**config.mk**
```make
export PLATFORM = sky130hd
export DESIGN_NAME = rsa_result_collector
export DESIGN_NICKNAME = d
export VERILOG_FILES = /design/src/rtl/rsa_result_collector.sv
export SDC_FILE = /design/constraint.sdc
export NUM_CORES = 1
export LEC_CHECK = 0
export ABC_AREA = 1
export CORE_ASPECT_RATIO = 1.2
export CORE_MARGIN = 5
export CORE_UTILIZATION = 30
export CTS_CLUSTER_SIZE = 16
export DETAILED_ROUTE_END_ITERATION = 16
export GPL_TIMING_DRIVEN = 1
export PLACE_DENSITY = 0.48
export SYNTH_ARGS = -nofsm -noshare
export SYNTH_HDL_FRONTEND = slang
export SYNTH_SLANG_ARGS = --single-unit
```
**constraint.sdc**
```tcl
create_clock -name clk -period 2.7 [get_ports clk]
set_clock_uncertainty 0.1 [all_clocks]
set_input_delay 0.54 -clock clk [delete_from_list [all_inputs] [get_ports clk]]
set_output_delay 0.54 -clock clk [all_outputs]
set_load 0.01 [all_outputs]
```
**src/rtl/rsa_result_collector.sv**
```systemverilog
// Captures one column-major X*Y result tile from the RSA array and replays it row-major
// over a valid/ready port; words arriving while a tile is draining are dropped and flagged.
module rsa_result_collector #(
  parameter int X          = 3,
  parameter int Y          = 3,
  parameter int OUT_LEN    = 8,
  parameter int ADDR_WIDTH = 4
) (
  input  logic                  clk,
  input  logic                  sys_rst,
  input  logic                  in_val,
  input  logic [OUT_LEN-1:0]    in_data,
  input  logic                  rd_rdy,
  output logic                  rd_val,
  output logic [OUT_LEN-1:0]    rd_data,
  output logic [ADDR_WIDTH-1:0] rd_addr,
  output logic                  busy,
  output logic                  done,
  output logic                  ovf
);

  localparam int N  = X * Y;
  localparam int RW = (X > 1) ? $clog2(X) : 1;
  localparam int CW = (Y > 1) ? $clog2(Y) : 1;

  typedef enum logic [1:0] {IDLE, FILL, DRAIN} state_t;

  state_t                  state;
  logic [RW-1:0]           row;
  logic [CW-1:0]           col;
  logic [OUT_LEN-1:0]      mem [0:N-1];
  logic [ADDR_WIDTH-1:0]   waddr;
  logic [ADDR_WIDTH-1:0]   nxt_addr;
  logic                    wr_en;
  logic                    row_last;
  logic                    last_wr;
  logic                    last_rd;

  assign waddr    = ADDR_WIDTH'(row * Y + col);
  assign nxt_addr = rd_addr + 1'b1;
  assign wr_en    = in_val && (state != DRAIN);
  assign row_last = (row == RW'(X - 1));
  assign last_wr  = row_last && (col == CW'(Y - 1));
  assign last_rd  = (rd_addr == ADDR_WIDTH'(N - 1));
  assign busy     = (state != IDLE);

  // Tile storage is deliberately left out of reset.
  always_ff @(posedge clk) begin
    if (wr_en) mem[waddr] <= in_data;
  end

  always_ff @(posedge clk or posedge sys_rst) begin
    if (sys_rst) begin
      state   <= IDLE;
      row     <= '0;
      col     <= '0;
      rd_val  <= 1'b0;
      rd_data <= '0;
      rd_addr <= '0;
      done    <= 1'b0;
      ovf     <= 1'b0;
    end else begin
      done <= 1'b0;
      case (state)
        IDLE, FILL: begin
          if (in_val) begin
            if (last_wr) begin
              row     <= '0;
              col     <= '0;
              state   <= DRAIN;
              rd_val  <= 1'b1;
              rd_addr <= '0;
              // A 1x1 tile writes index 0 on this very edge, so bypass the array.
              rd_data <= (waddr == '0) ? in_data : mem[0];
            end else begin
              state <= FILL;
              if (row_last) begin
                row <= '0;
                col <= col + 1'b1;
              end else begin
                row <= row + 1'b1;
              end
            end
          end
        end
        DRAIN: begin
          if (in_val) ovf <= 1'b1;
          if (rd_val && rd_rdy) begin
            if (last_rd) begin
              rd_val <= 1'b0;
              done   <= 1'b1;
              state  <= IDLE;
            end else begin
              rd_addr <= nxt_addr;
              rd_data <= mem[nxt_addr];
            end
          end
        end
        default: state <= IDLE;
      endcase
    end
  end

endmodule

```
* Word level (Yosys, flattened, before mapping)
Memory sizes are Yosys's and may differ from the RTL's.
Cells that the tools add are included.
** Cells by class
- $add $sub $neg :: 4
- Multiply operators :: 1
- Equal/unequal tests :: 11
- Mux-type cells :: 30
- Reduce and logical (&&, ||, !) cells :: 15
** Operator list (count)
- 8-bit 2-to-1 mux :: 5
- 2-bit 2-to-1 mux :: 8
- 4-bit 2-to-1 mux :: 4
- 8-bit one-hot mux with 2 select lines :: 1
- 2-bit != test (second input constant) :: 6
- 5-bit AND reduction :: 2
- 1-bit 2-to-1 mux :: 9
- 4-bit one-hot mux with 2 select lines :: 1
- 2-bit equality test (second input constant) :: 3
- 3-bit AND reduction :: 2
- 2-bit nonzero test :: 3
- 2-bit by 1-bit adder with 2-bit output (second input constant) :: 2
- 4-bit by 1-bit adder with 4-bit output (second input constant) :: 1
- 4-bit by 2-bit adder with 4-bit output :: 1
- 4-bit equality test (second input constant) :: 1
- 4-bit logical NOT :: 1
- 2-bit by 2-bit multiplier with 4-bit output (second input constant) :: 1
- 2-bit one-hot mux with 2 select lines :: 1
- 2-bit AND reduction :: 2
- 1-bit logical AND :: 3
- 2-bit by 1-bit equality test with 1-bit output (second input constant) :: 1
- 2-bit logical NOT :: 1
- 1-bit one-hot mux with 2 select lines :: 1
- 2-bit OR reduction :: 1
** Word-level totals
- Flip-flop bits (word level) :: 21
- Memory bits (writable) :: 72
- Input bits :: 12
- Output and inout bits :: 16
- Logic and storage cells :: 70
- Memories :: 1
** Memory list
- mem :: depth 9, bits a word 8, rd ports 2, clocked after Yosys merged registers in 0, wr ports 1, line 31 : logic [OUT_LEN-1:0] mem [0:N-1];

* Longest topological paths before layout
Gate-level depths: netlist of run 1.
- Depth in word-level cells :: 7
- Gate-level depth with buffers :: 13
- Gate-level depth less buffers :: 12

* Least setup slack after synthesis of run 1
OpenSTA, ideal clock, no wires.
- Path kind :: flip-flop to flip-flop
- From :: reg row[0]
- To :: mem mem[5][0], enable pin
- Data arrival time :: 2381 ps
- Required time :: 2217 ps
- Setup slack :: -165 ps
- Cell stages (with the launch flop) :: 8
- Cell sequence :: dfrtp_1 fa_1 ha_1 inv_1 fa_1 inv_1 nand2_1 nor3_1
** On the way
- Word-level cells in the longest chain between the ends :: 2
** RTL lines
- start: declaration :: line 29 : logic [RW-1:0] row;
- start signal: assignment :: line 81 : row <= row + 1'b1;
- 2-bit by 2-bit multiplier with 4-bit output :: line 39 : assign waddr = ADDR_WIDTH'(row * Y + col);
- 4-bit by 2-bit adder with 4-bit output :: line 39
- end: declaration :: line 31
Every way passes these cells.

* Final worst setup path of run 1
- From :: reg col[1]
- To :: mem mem[2][4], enable pin
** On the way
- Word-level cells in the longest chain between the ends :: 1
** RTL lines
- start: declaration :: line 30 : logic [CW-1:0] col;
- start signal: assignment :: line 79 : col <= col + 1'b1;
- 4-bit by 2-bit adder with 4-bit output :: line 39
Every way passes these cells.

==> key figures, run 1 <==
Synth
  • Top_reg_cell synth: edfxtp_1
  • Most frequent cell after synthesis: nand2_1
  • Syn_area_per_cell: 9.43 um2
  • Synthesized area: 4490 um2
  • Syn Nets: 497
  • Number of synthesized flops with an enable pin: 72
  • Cells after synthesis: 476
  • Distinct cells, synth: 33
  • Register area share after synthesis: 59.9%
  • Area leader, netlist: edfxtp_1
  • FFs w/ async S/R, synth: 22.6%
  • Largest cells by area after synthesis: edfxtp_1 48%, nand2_1 13%, dfrtp_1 12%, inv_1 5.9%, nand3_1 5.5%
  • Flops & latches, synth: 93
  • Yosys warns: 0
  • Synth cell count leaders: 160 x nand2_1, 72 x edfxtp_1, 70 x inv_1, 49 x nand3_1, 31 x nor2_1
  • Share of the synthesized area in the top cell type: 48.2%

Power
  • Worst vdd ir: 0.211 mV
  • Logic pwr share: 4.5%
  • NetSw: 643 uW
  • Leak: 2.40 nW
  • P_int: 2.31 mW
  • Power density cells: 540 nW/um2
  • Seq pwr share: 52.3%
  • Switching share of total power: 21.8%
  • Clock share of power: 43.2%

Routing
  • Initial drt markers: 167
  • Pre-antenna DRT Iters: 4
  • Final wirelength: 11100 um
  • Post-route ant nets: 0
  • Routed vias/inst: 4.28
  • DR WL/cell: 15.1 um
  • Remaining DRCs: 0
  • Vias: 3138

Critical path
  • Crit path max fanout: 8
  • FF-to-FF setup slack: 0.09 ns
  • Type of the worst setup path: reg2reg
  • Startpoint class of the critical path: flip-flop
  • WP data arrival: 2.57 ns
  • Worst Path Required: 2.66 ns
  • Critical path capture point type: flip-flop

Final layout
  • # nets final: 546
  • Area Overhead vs Synth: 22.1%
  • Layout cells sized above 1: 14.0%
  • N_diodes: 0
  • Fin util: 36.9%

STA
  • # setup viols final: 0
  • Tcrit/Tclk final: 96.7%
  • Final hold vios: 0
  • Worst slew margin: 44.5%
  • Fin. max-slew vios: 0
  • Max frequency: 0.383 GHz
  • Total Neg Setup Slack: 0 ns
  • Period minus WS final: 2.61 ns
  • Worst slew pin tran: 0.831 ns

Global routing
  • Initial antenna violation count: 0
  • Most Used Layer, Global Route: met2
  • Met1 Use GR: 17.7%
  • Vias in the first global route: 3183
  • GR Util All Layers: 13.5%
  • GRT met3 Usage: 2.70%
  • Overflow left after global routing: 0
  • M2 GR Usage: 22.4%
  • First-pass GRT wire length: 17600 um
  • Largest net degree at the start of global routing: 35

CTS
  • CTS buffer count: 9
  • Max H-tree Level: 3
  • Clock Latency Late Sink: 0.34 ns
  • Clk buf depth: 2
  • CTS sink cnt: 93
  • CTS tree: done
  • Clock slew at reported path FFs: 0.07 ns
  • Hold-fix buffers at CTS: 0
  • Root Driver: clkbuf_16

Die
  • Initial core utilization: 30.2%
  • Die X: 122 um
  • Total die area: 17500 um2
  • I/O pin count: 28
  • Die Y: 144 um
  • Core ar.: 14800 um2
  • FP Rows: 49

Placed design
  • Gp weighted congestion: 0.807
  • Dpl hpwl: 8040 um
  • Number of port buffers: 27

Status
  • Status: complete, no violations

Worst hold path
  • HP Class: reg2reg

Run
  • Max Cap Viol: 0
[flip-flops by register name (all words and copies together) (netlist names), 2 cells and up]
| signal | count |
|---|---|
| state | 2 |
| mem | 72 |
| row | 2 |
| rd_addr | 4 |
| rd_data | 8 |
| col | 2 |
[worst paths after layout]
| kind | start | end | depth (start not counted) |
|---|---|---|---|
| setup / recovery | col[1]$_DFFE_PP0P_ | mem[2][4]$_DFFE_PP_ | 9 |
| hold / removal | ovf$_DFFE_PP0P_ | ovf$_DFFE_PP0P_ | 1 |
| setup reg to reg | col[1]$_DFFE_PP0P_ | mem[2][4]$_DFFE_PP_ | 9 |
| hold reg to reg | ovf$_DFFE_PP0P_ | ovf$_DFFE_PP0P_ | 1 |
| max in group asynchronous | sys_rst | row[0]$_DFFE_PP0P_ | 2 |
| min in group asynchronous | sys_rst | done$_DFF_PP0_ | 2 |
[what timing repair did]
action                     in CTS  in global routing
setup endpoints to repair      16                 64
resized for setup               1                 15
buffers inserted                0                  1
pin swaps                       1                  3
[critical path, cell delays in order, from the launching register on]
cell and delay, ns:
dfrtp_1 0.40, fa_1 0.56, ha_1 0.14, inv_1 0.05
fa_1 0.50, nand2_1 0.07, inv_2 0.10, nand2_2 0.10
nor2_2 0.14, buf_6 0.16
[cell families (layout without fill, tap and decap cells)]
group,Yosys count,after routing,share of synthesized area (%)
xor+xnor,1,1,0.363
simple gates,261,261,25.7
flops,93,93,59.9
compound gates,22,22,2.90
fa+ha+maj,9,9,2.84
buf+inv,90,144,8.28
[area by class of cell]
cell class / count / area [um2]
Clock buffer: 9 / 225
Clock inverter: 7 / 70.1
Fill cell: 1555 / 9360
Inverter: 78 / 298
Multi-Input combinational cell: 293 / 1480
Sequential cell: 93 / 2690
Tap cell: 204 / 255
Timing Repair Buffer: 50 / 462
[power groups by stage]
stage	Clock [mW]	Combinational, mW	Sequential (mW)
4_1_cts	1.32	0.126	1.55
2_1_floorplan	0	0.0493	1.58
5_1_grt	1.36	0.147	1.54
6_report	1.28	0.134	1.55
3_3_place_gp	0	0.123	1.58
3_5_place_dp	0	0.125	1.58
[metal layers]
metal / part of all wire [%] / vias up
met3: 4.1 / 12
met2: 49 / 53
li1: - / 1614
met4: 1.7 / 0
met5: 0 / -
met1: 46 / 1459
[through the flow]
step	instances	hold WS, ns	total power, mW	area, um2	worst slack, ns
after floorplan	476	0.413	1.63	4500	-0.165
after global placement	717	0.366	1.70	5120	0.0123
after detailed placement	717	0.377	1.70	5120	-0.0674
after CTS	733	0.388	2.99	5420	0.00829
after global routing	734	0.414	3.05	5480	-0.0000304
final	734	0.386	2.96	5480	0.0888
[layout by cell type (no fill, tap or decap), drive strengths merged, types with 2 or more instances in the layout]
master,n
buf,23
nand3,51
ha,7
a21oi,9
fa,2
nand3b,4
nor2,35
nor3,5
edfxtp,72
clkbuf,9
o21ai,11
inv,80
nand2,164
clkinv,4
dfrtp,21
clkdlybuf4s50,27
Note: power is estimated with default switching activity, not from simulation.
==> run 2: changes to the inputs <==
--- a/config.mk
+++ b/config.mk
@@ -8,11 +8,12 @@
 export ABC_AREA = 1
 export CORE_ASPECT_RATIO = 1.2
 export CORE_MARGIN = 5
-export CORE_UTILIZATION = 30
+export CORE_UTILIZATION = 25
+export CTS_BUF_LIST = sky130_fd_sc_hd__clkbuf_2 sky130_fd_sc_hd__clkbuf_4 sky130_fd_sc_hd__clkbuf_8
 export CTS_CLUSTER_SIZE = 16
 export DETAILED_ROUTE_END_ITERATION = 16
 export GPL_TIMING_DRIVEN = 1
-export PLACE_DENSITY = 0.48
+export PLACE_DENSITY = 0.42
 export SYNTH_ARGS = -nofsm -noshare
 export SYNTH_HDL_FRONTEND = slang
 export SYNTH_SLANG_ARGS = --single-unit
==> run 2 against run 1 <==
Effect of this change:
- non-clock buffer count grew 7
- global-route usage fell by 2.1 points
- setup slack worse by 0.019 ns
- critical endpoint is now mem[2][7]$_DFFE_PP_
- worst hold slack gained 0.0033 ns
- largest power group unchanged
- cell area is 0.16% higher
- register-to-register slack got worse by 0.02 ns
- clock power fell by 17%
==> key figures, run 2 (synthesized netlist as in run 1, its figures left out) <==
CTS
  • Clock slew at reported path FFs: 0.10 ns (was 0.07 ns)
  • CTS sink cnt: 93 (unchanged)
  • Hold-fix buffers at CTS: 0 (unchanged)
  • Max H-tree Level: 3 (unchanged)
  • Post-CTS setup buffers: 0 (unchanged)
  • Root Driver: clkbuf_8 (was clkbuf_16)
  • Clock Latency Late Sink: 0.37 ns (was 0.34 ns)
  • CTS buffer count: 9 (unchanged)
  • Clk buf depth: 2 (unchanged)
  • CTS tree: done (unchanged)

Final layout
  • Fillers: 1796 (was 1555)
  • Biggest regs: mem (72), rd_data (8), rd_addr (4) (unchanged)
  • Largest Register: mem (unchanged)
  • Fin util: 31.2% (was 36.9%)
  • Most common cell after layout, fill and taps aside: nand2_1 (unchanged)
  • # nets final: 554 (was 546)
  • Layout cells sized above 1: 14.9% (was 14.0%)
  • Area Overhead vs Synth: 22.3% (was 22.1%)
  • Area of the multi-input gates: 1500 um2 (was 1480 um2)
  • Sequential cell area: 2690 um2 (unchanged)
  • Largest register FFs: 72 (unchanged)
  • Final Non-Filler Cells: 757 (was 734)
  • Most frequent cells in the layout: 157 x nand2_1, 72 x edfxtp_1, 70 x inv_1, 49 x nand3_1, 27 x clkdlybuf4s50_1 (was 157 x nand2_1, 72 x edfxtp_1, 70 x inv_1, 48 x nand3_1, 27 x clkdlybuf4s50_1)
  • N_diodes: 0 (unchanged)

STA
  • Worst slew margin: 61.5% (was 44.5%)
  • Final WS setup: 0.0703 ns (was 0.0888 ns)
  • Tcrit/Tclk final: 97.4% (was 96.7%)
  • Period minus WS final: 2.63 ns (was 2.61 ns)
  • # setup viols final: 0 (unchanged)
  • Worst slew pin tran: 0.576 ns (was 0.831 ns)
  • Final hold vios: 0 (unchanged)
  • Fin. max-slew vios: 0 (unchanged)
  • Max frequency: 0.380 GHz (was 0.383 GHz)
  • RSZ-0062 raised after global routing: yes
  • Total Neg Setup Slack: 0 ns (unchanged)

Power
  • Switching share of total power: 22.6% (was 21.8%)
  • Worst vdd ir: 0.267 mV (was 0.211 mV)
  • Overall power: 2.74 mW (was 2.96 mW)
  • Power density cells: 500 nW/um2 (was 540 nW/um2)
  • Logic pwr share: 5.1% (was 4.5%)
  • P_int: 2.12 mW (was 2.31 mW)
  • Seq pwr share: 56.3% (was 52.3%)
  • Leak: 2.40 nW (about the same)
  • Clock share of power: 38.5% (was 43.2%)
  • NetSw: 620 uW (was 643 uW)

Die
  • FP Rows: 53 (was 49)
  • I/O pin count: 28 (unchanged)
  • Die X: 132 um (was 122 um)
  • Total die area: 20700 um2 (was 17500 um2)
  • Initial core utilization: 25.5% (was 30.2%)
  • Die Y: 157 um (was 144 um)
  • Core ar.: 17600 um2 (was 14800 um2)

Global routing
  • Overflow left after global routing: 0 (unchanged)
  • First-pass GRT wire length: 18100 um (was 17600 um)
  • Largest net degree at the start of global routing: 35 (unchanged)
  • Vias in the first global route: 3219 (was 3183)
  • Initial antenna violation count: 0 (unchanged)
  • GR Util All Layers: 11.4% (was 13.5%)

Run
  • Max Cap Viol: 0 (unchanged)

Critical path
  • Critical path capture point type: flip-flop (unchanged)
  • RR Startpoint: row[0]$_DFFE_PP0P_ (was col[1]$_DFFE_PP0P_)
  • FF-to-FF setup slack: 0.07 ns (was 0.09 ns)
  • Crit path max fanout: 5 (was 8)
  • WP data arrival: 2.63 ns (was 2.57 ns)
  • Type of the worst setup path: reg2reg (unchanged)
  • Worst Path Required: 2.70 ns (was 2.66 ns)
  • Startpoint class of the critical path: flip-flop (unchanged)
  • Reg2Reg Capture Point: mem[2][7]$_DFFE_PP_ (was mem[2][4]$_DFFE_PP_)
  • R2r worst-path depth: 9 (unchanged)

Placed design
  • Pre-CTS WS: -0.0516 ns (was -0.0674 ns)
  • DP Cell Count: 741 (was 717)
  • Number of port buffers: 27 (unchanged)
  • Gp weighted congestion: 0.765 (was 0.807)
  • Dpl hpwl: 8490 um (was 8040 um)

Routing
  • Pre-antenna DRT Iters: 4 (unchanged)
  • Initial drt markers: 183 (was 167)
  • Vias: 3170 (was 3138)
  • Routed vias/inst: 4.19 (was 4.28)
  • Final wirelength: 11400 um (was 11100 um)
  • Post-route ant nets: 0 (unchanged)
  • Remaining DRCs: 0 (unchanged)
  • DR WL/cell: 15.0 um (was 15.1 um)

Worst hold path
  • HP Class: in2async (was reg2reg)

Status
  • Status: complete, no violations (unchanged)
-- run 2: cell count changes in the layout (fill, tap and decap cells not counted), moves of 2 or more --
cell and change:
clkbuf_8 +9, clkbuf_16 -9, inv_6 -2, clkinv_2 -2
buf_4 +8, nor2_2 -3, nor2_4 +2
-- run 2: how the worst max path moves through the flow --
| stage | start | endpoint | slack, ns | cells after the start |
|---|---|---|---|---|
| CTS | row[0]$_DFFE_PP0P_ | mem[7][4]$_DFFE_PP_ | -0.05 | 8 |
| finish | row[0]$_DFFE_PP0P_ | mem[2][7]$_DFFE_PP_ | 0.07 | 9 |
| floorplan | row[0]$_DFFE_PP0P_ | mem[5][0]$_DFFE_PP_ | -0.16 | 7 |
| global route | row[0]$_DFFE_PP0P_ | rd_data[6]$_DFFE_PP0P_ | -0.03 | 12 |
| global placement | row[0]$_DFFE_PP0P_ | mem[5][2]$_DFFE_PP_ | -0.04 | 8 |
| detailed placement | row[0]$_DFFE_PP0P_ | mem[6][3]$_DFFE_PP_ | -0.05 | 8 |
-- run 2: routing by layer --
| metal | track usage (%) | up-vias | wire length [um] |
|---|---|---|---|
| met5 | 0 | - | 0 |
| met4 | 3.98 | 0 | 200 |
| met3 | 2.67 | 10 | 482 |
| met2 | 19.8 | 52 | 5830 |
| met1 | 13.9 | 1479 | 4880 |
| li1 | - | 1629 | - |
-- run 2: critical path: stages, from the launching register on --
cell and delay (ns):
dfrtp_1 0.40, fa_1 0.54, ha_1 0.14, inv_1 0.04, fa_1 0.50, nand2_1 0.07, inv_2 0.13, nand2_2 0.14
nor2_4 0.14, buf_4 0.16
-- run 2: timing repair --
| action | in CTS | in global routing |
|---|---|---|
| gates resized for setup | 2 | 14 |
| pin swaps | 1 | 3 |
| endpoints found under the setup margin | 36 | 55 |
| cloned | 0 | 1 |
-- run 2: area by class of cell --
type,count,share of cell area (%)
clock inverter,6,1.76
inverter,78,5.43
tap,220,5.02
timing repair buffer,57,9.30
multi-input combinational,294,27.3
clock buffer,9,2.26
sequential,93,49.0
-- run 2: power groups by stage --
stage	clock network, mW	logic, mW	registers (mW)
2_1_floorplan	0	0.0493	1.58
3_3_place_gp	0	0.130	1.58
3_5_place_dp	0	0.131	1.58
4_1_cts	1.09	0.133	1.54
5_1_grt	1.14	0.155	1.54
6_report	1.06	0.141	1.54
-- run 2: through the flow --
step / area (um2) / hold WS, ns
global placement: 5200 / 0.373
global route: 5490 / 0.414
finish: 5490 / 0.390
detailed placement: 5200 / 0.380
CTS: 5430 / 0.379
floorplan: 4500 / 0.413
==> run 3: changes to the inputs <==
--- a/config.mk
+++ b/config.mk
@@ -14,6 +14,7 @@
 export DETAILED_ROUTE_END_ITERATION = 16
 export GPL_TIMING_DRIVEN = 1
 export PLACE_DENSITY = 0.42
+export RECOVER_POWER = 50
 export SYNTH_ARGS = -nofsm -noshare
 export SYNTH_HDL_FRONTEND = slang
 export SYNTH_SLANG_ARGS = --single-unit
==> run 3 against run 2 <==
Effect of this change:
- wire length is 0.12% higher
- global-route usage stayed put
- final cell count stayed put
- combinational power decreased by 6%
- core utilization shrank 0.17 points
- maximum frequency is essentially flat
==> key figures, run 3 (synthesized netlist as in run 1, its figures left out) <==
Status
  • Status: complete, no violations (unchanged)

Routing
  • Routed vias/inst: 4.20 (was 4.19)
  • Pre-antenna DRT Iters: 4 (unchanged)
  • Initial drt markers: 188 (was 183)
  • Vias: 3178 (was 3170)
  • Remaining DRCs: 0 (unchanged)
  • Post-route ant nets: 0 (unchanged)
  • DR WL/cell: 15.1 um (was 15.0 um)
  • Final wirelength: 11400 um (about the same)

Global routing
  • Largest net degree at the start of global routing: 35 (unchanged)
  • Vias in the first global route: 3219 (unchanged)
  • Initial antenna violation count: 0 (unchanged)
  • GR Util All Layers: 11.4% (unchanged)
  • First-pass GRT wire length: 18100 um (unchanged)
  • Overflow left after global routing: 0 (unchanged)

STA
  • Total Neg Setup Slack: 0 ns (unchanged)
  • Final WS setup: 0.0697 ns (was 0.0703 ns)
  • Max frequency: 0.380 GHz (about the same)
  • RSZ-0062 raised after global routing: yes (unchanged)
  • Final hold vios: 0 (unchanged)
  • # setup viols final: 0 (unchanged)
  • Fin. max-slew vios: 0 (unchanged)
  • Tcrit/Tclk final: 97.4% (about the same)
  • Period minus WS final: 2.63 ns (about the same)
  • Worst slew pin tran: 1.24 ns (was 0.576 ns)
  • Worst slew margin: 17.4% (was 61.5%)

Critical path
  • R2r worst-path depth: 9 (unchanged)
  • Crit path max fanout: 5 (unchanged)
  • CP peak stage delay: 0.54 ns (about the same)
  • Cell mode on critical path: fa_1 (unchanged)
  • Crit path cell chain: fa_1 -> ha_1 -> inv_1 -> fa_1 -> nand2_1 -> inv_2 -> nand2_2 -> nor2_4 -> buf_4 (unchanged)
  • FF-to-FF setup slack: 0.07 ns (about the same)
  • Crit path capture: mem[2][7]$_DFFE_PP_ (unchanged)
  • WP data arrival: 2.63 ns (about the same)
  • RR Startpoint: row[0]$_DFFE_PP0P_ (unchanged)
  • Worst path slowest cell: fa_1 (unchanged)
  • Critical path capture point type: flip-flop (unchanged)
  • Top Family by Delay on Critical Path: adder cells (unchanged)
  • Startpoint class of the critical path: flip-flop (unchanged)
  • Reg2Reg Capture Point: mem[2][7]$_DFFE_PP_ (unchanged)
  • Stages on the worst setup path: 9 (unchanged)
  • Worst Path Required: 2.70 ns (about the same)
  • CP startpoint: row[0]$_DFFE_PP0P_ (unchanged)
  • Bufs and invs on worst path: 3 (unchanged)
  • Type of the worst setup path: reg2reg (unchanged)

Placed design
  • Dpl hpwl: 8490 um (unchanged)
  • Pre-CTS WS: -0.0516 ns (unchanged)
  • Number of port buffers: 27 (unchanged)
  • DP Cell Count: 741 (unchanged)
  • Gp weighted congestion: 0.765 (unchanged)

Die
  • FP Rows: 53 (unchanged)
  • I/O pin count: 28 (unchanged)
  • Core ar.: 17600 um2 (unchanged)
  • Die X: 132 um (unchanged)
  • Initial core utilization: 25.5% (unchanged)
  • Total die area: 20700 um2 (unchanged)
  • Die Y: 157 um (unchanged)

CTS
  • Clk buf depth: 2 (unchanged)
  • CTS tree: done (unchanged)
  • CTS buffer count: 9 (unchanged)
  • Clock Latency Late Sink: 0.37 ns (about the same)
  • Max H-tree Level: 3 (unchanged)
  • Post-CTS setup buffers: 0 (unchanged)
  • Hold-fix buffers at CTS: 0 (unchanged)
  • Root Driver: clkbuf_8 (unchanged)
  • CTS sink cnt: 93 (unchanged)
  • Clock slew at reported path FFs: 0.10 ns (about the same)

Final layout
  • Layout cells sized above 1: 13.4% (was 14.9%)
  • Fillers: 1798 (was 1796)
  • Sequential cell area: 2690 um2 (unchanged)
  • Largest Register: mem (unchanged)
  • Most frequent cells in the layout: 157 x nand2_1, 72 x edfxtp_1, 70 x inv_1, 49 x nand3_1, 26 x nor2_1 (was 157 x nand2_1, 72 x edfxtp_1, 70 x inv_1, 49 x nand3_1, 27 x clkdlybuf4s50_1)
  • Largest register FFs: 72 (unchanged)
  • Final Non-Filler Cells: 757 (unchanged)
  • Biggest regs: mem (72), rd_data (8), rd_addr (4) (unchanged)
  • Area Overhead vs Synth: 21.6% (was 22.3%)
  • Area of the multi-input gates: 1500 um2 (unchanged)
  • # nets final: 554 (unchanged)
  • Most common cell after layout, fill and taps aside: nand2_1 (unchanged)
  • N_diodes: 0 (unchanged)

Power
  • Overall power: 2.74 mW (about the same)
  • Power density cells: 501 nW/um2 (was 500 nW/um2)
  • Worst vdd ir: 0.267 mV (about the same)
  • Leak: 2.37 nW (was 2.40 nW)

Run
  • Max Cap Viol: 0 (unchanged)

Worst hold path
  • HP Class: reg2reg (was in2async)
==> run 3: routing by layer <==
layer	up-vias	wire, um	track usage, %
met1	1478	4970	13.9
li1	1628	-	-
met4	0	218	3.98
met5	-	0	0
met3	14	409	2.67
met2	58	5810	19.8
==> run 3: worst min path at each step <==
stage	from	to	slack (ns)	depth (start not counted)
2_1_floorplan	ovf$_DFFE_PP0P_	ovf$_DFFE_PP0P_	0.41	1
3_3_place_gp	ovf$_DFFE_PP0P_	ovf$_DFFE_PP0P_	0.37	1
3_5_place_dp	ovf$_DFFE_PP0P_	ovf$_DFFE_PP0P_	0.38	1
4_1_cts	sys_rst	state[1]$_DFFE_PP0P_	0.38	3
5_1_grt	ovf$_DFFE_PP0P_	ovf$_DFFE_PP0P_	0.43	1
6_report	ovf$_DFFE_PP0P_	ovf$_DFFE_PP0P_	0.40	1
==> run 3: stage by stage <==
stage               util [%]  hold WS (ns)  instance area (um2)
global placement        29.6         0.373                 5200
CTS                     30.9         0.379                 5430
finish                  31.1         0.403                 5460
detailed placement      29.6         0.380                 5200
floorplan                  -         0.413                 4500
global route            31.1         0.432                 5460
==> run 3: timing repair <==
item,4_1_cts,5_1_grt
pin swaps,1,3
gates cloned,0,1
setup endpoints to repair,36,55
resized for setup,2,14
==> run 3: report_power, final <==
part	total [mW]	switching (mW)	internal [mW]
clock network	1.06	0.530	0.528
logic	0.133	0.0898	0.0434
registers	1.54	0.00120	1.54
total	2.74	0.621	2.11
==> run 3: final cells by class <==
cell class / count / share of cell area [%]
Inverter: 78 / 5.46
Tap cell: 220 / 5.04
Multi-Input combinational cell: 294 / 27.4
Clock buffer: 9 / 2.27
Sequential cell: 93 / 49.2
Timing Repair Buffer: 57 / 8.80
Clock inverter: 6 / 1.77
==> RTL edit 1 (flow settings as in run 2) <==
Make the reset (`sys_rst`) synchronous in one clocked block.
--- a/src/rtl/rsa_result_collector.sv
+++ b/src/rtl/rsa_result_collector.sv
@@ -51,3 +51,3 @@
 
-  always_ff @(posedge clk or posedge sys_rst) begin
+  always_ff @(posedge clk) begin
     if (sys_rst) begin
Behaviour: differs if sys_rst is asserted again (counterexample within 4 cycles, from zero or initial values and one cycle with sys_rst high); with sys_rst held inactive, the same outputs for 10 cycles.
==> RTL edit 1 against run 2 <==
Sequential cell count stayed put; synthesized area is 1.2% lower; hold slack better by 0.00060 ns; worst setup slack better by 0.13 ns; routed wire length is 3.1% lower; cell area is 3.6% lower; critical path type unchanged; highest routed layer unchanged.
Power is not compared: it rests on default switching activity, and its combinational part moved more than twofold at a synthesized area within 25%.
==> RTL edit 1: results <==
group,metric,value,unit
place,postPlaceCellArea,5090,µm²
routing,routedWlPerCell,14.2,µm
yosys,yosysUniqueCellTypes,30,
finish,drive_gt1_share,10.6,%
yosys,syn-cell-area,4440,µm²
yosys,synth_fa_ha_area_share,2.88,%
clocking,cts_resized,0,
worst_setup_path,arrival,2.48,ns
run_status,status,"complete, no violations",
grt,grt_pass1_wl,17.6,mm
min_path,hp-class,"register to register",
place,gp_congestion,0.758,
place,pre_cts_ws,0.143,ns
yosys,netlist_top_cells_area,"edfxtp_1 (49%), nand2_1 (15%), dfxtp_1 (9.5%), inv_1 (6.8%), nand3_1 (5.5%)",
timing,timing.fmax,0.400,GHz
finish,nets,571,
worst_setup_path,r2r_slack,0.20,ns
yosys,synth_nets,523,
grt,grt_use_total,11.1,%
timing,hold_slack,0.390,ns
yosys,ys_top_cells_by_count,"nand2_1 (173), inv_1 (80), edfxtp_1 (72)",
routing,avgViaCountPerCell,4.16,
worst_setup_path,r2r-end,"mem[4][5]",
yosys,synth-xor-area-share,0.367,%
timing,max_slew.worst_pin.slew,0.575,ns
routing,drt_iter0_drc,212,
worst_setup_path,ff2ff_path_depth,8,
yosys,synth_compound_area_share,3.67,%
place,dp_hpwl,7.93,mm
routing,drt_wl_total,11.0,mm
grt,first_global_vias,3194,
yosys,async_flop_share,0,%
place,dp.cells,759,
yosys,seq_area_frac_synth,58.2,%
## RTL edit 1: how the worst max path moves through the flow
stage,end,cells past startpoint
after global placement,rd_data[2],12
after floorplan,mem[8][0],6
after detailed placement,rd_data[2],12
after CTS,rd_data[2],12
after global routing,rd_data[2],12
final,mem[4][5],8
## RTL edit 1: layer usage
| layer | GRT usage [%] | part of all wire, % | wire [µm] |
|---|---|---|---|
| met1 | 14.7 | 49 | 5390 |
| met2 | 18.0 | 46 | 5130 |
| met3 | 1.97 | 3.3 | 362 |
| met4 | 4.61 | 1.4 | 157 |
| met5 | 0 | 0 | 0 |
## RTL edit 1: area by class of cell
type | count | area (µm²)
Clock inverter | 7 | 72.6
Multi-Input combinational cell | 309 | 1470
Sequential cell | 93 | 2580
Fill cell | 1853 | 12200
Tap cell | 220 | 275
Clock buffer | 9 | 124
Inverter | 87 | 327
Timing Repair Buffer | 50 | 443
==> RTL edit 2 (settings of run 2) <==
Without the edit above. Set the parameter `Y` to 2 (it was 3).
--- a/src/rtl/rsa_result_collector.sv
+++ b/src/rtl/rsa_result_collector.sv
@@ -4,3 +4,3 @@
   parameter int X          = 3,
-  parameter int Y          = 3,
+  parameter int Y          = 2,
   parameter int OUT_LEN    = 8,
Check against the original RTL: not equivalent (Yosys sat finds a counterexample within 10 cycles, from zero or initial values and one cycle with sys_rst high).
==> RTL edit 2 against run 2 <==
Routed wire length down 33%; clock power down 21%; worst setup slack better by 0.52 ns; cell area down 31%; synthesized cell count down 34%; utilization down 0.77 points; via count down 31%; synthesized area down 30%; register-to-register slack better by 0.76 ns; largest power group unchanged; non-clock buffer count down 20; sequential cell count down 25; total power up 33%; die area down 28%.
==> RTL edit 2: results <==
group,metric,value,unit
run_status,status,"complete, no violations",
timing,slew_headroom,51.6,%
worst_setup_path,r2r-start,"rd_addr[0]",
power,power_leakage,0.00147,µW
grt,grt_max_degree,34,
grt,grt_pass1_wl,12.4,mm
clocking,clkTransAtPathRegs,0.07,ns
finish,fillers,1333,
yosys,async_flop_share,29.4,%
power,sequentialPowerShare,40.8,%
yosys,synth-edff-count,48,
worst_setup_path,max_stage_delay,0.60,ns
place,gp_congestion,0.733,
min_path,hp-class,"register to register",
finish,drive_gt1_share,12.4,%
routing,drt_iter0_drc,72,
clocking,worst_skew_pair.late_latency,0.34,ns
grt,first_global_vias,2292,
power,powerComb,1320,µW
yosys,yosysUniqueCellTypes,29,
yosys,synth_nets,327,
worst_setup_path,r2r-end,"rd_data[2]",
grt,grt_use_met3,2.10,%
place,dp_hpwl,4.95,mm
routing,vias,2175,
grt,met1_usage,13.5,%
power,ir_drop,0.000225,V
worst_setup_path,path_delay_family,"buffers and inverters",
place,pre_cts_ws,0.445,ns
clocking,cts_resized,0,
worst_setup_path,r2r_slack,0.83,ns
power,swShare,36.2,%
timing,hold_slack,0.399,ns
worst_setup_path,ff2ff_path_depth,6,
worst_setup_path,arrival,1.47,ns
worst_setup_path,slowest_stage,"clkdlybuf4s50_1",
## RTL edit 2: cell types whose count changed after synthesis, sizes merged, moves of 3 or more
| cell | before | now |
|---|---|---|
| and2 | 0 | 8 |
| edfxtp | 72 | 48 |
| ha | 7 | 2 |
| inv | 76 | 20 |
| nand2 | 164 | 97 |
| nand3 | 51 | 14 |
| nand3b | 4 | 8 |
| nor2 | 35 | 43 |
| o211ai | 1 | 8 |
| o21ai | 11 | 15 |
| xor2 | 0 | 3 |
## RTL edit 2: routing by layer
| layer | wire length [µm] | up-vias |
|---|---|---|
| li1 | - | 1107 |
| met1 | 3560 | 1026 |
| met2 | 3740 | 35 |
| met3 | 244 | 7 |
| met4 | 82 | 0 |
| met5 | 0 | - |
## RTL edit 2: area by class of cell
class                           count  area share, %
Clock buffer                       13           4.04
Clock inverter                      3           1.05
Inverter                           20           1.97
Multi-Input combinational cell    213           27.5
Sequential cell                    68           51.0
Tap cell                          164           5.39
Timing Repair Buffer               37           9.07
## RTL edit 2: worst max path at each step
stage / startpoint / to / slack (ns) / cells past startpoint
after floorplan: col / mem[1][0] / 0.61 / 4
after global placement: in_val / rd_data[0] / 0.51 / 6
after detailed placement: in_val / rd_data[5] / 0.44 / 6
after CTS: rd_addr[2] / rd_addr[2] / 0.56 / 1
after global routing: rd_addr[2] / rd_addr[2] / 0.52 / 1
final: rd_addr[2] / rd_addr[2] / 0.59 / 1
## RTL edit 2: cells by family after synthesis
logic type                 after synthesis  synth area share [%]
DFF                                     68                  61.7
AOI/OAI and AO/OA                       34                  6.84
and+or+nand+nor                        174                  24.0
buffers and inverters                   32                  5.21
xor gates and xnor gates                 3                  1.43
adders and majority gates                2                 0.795
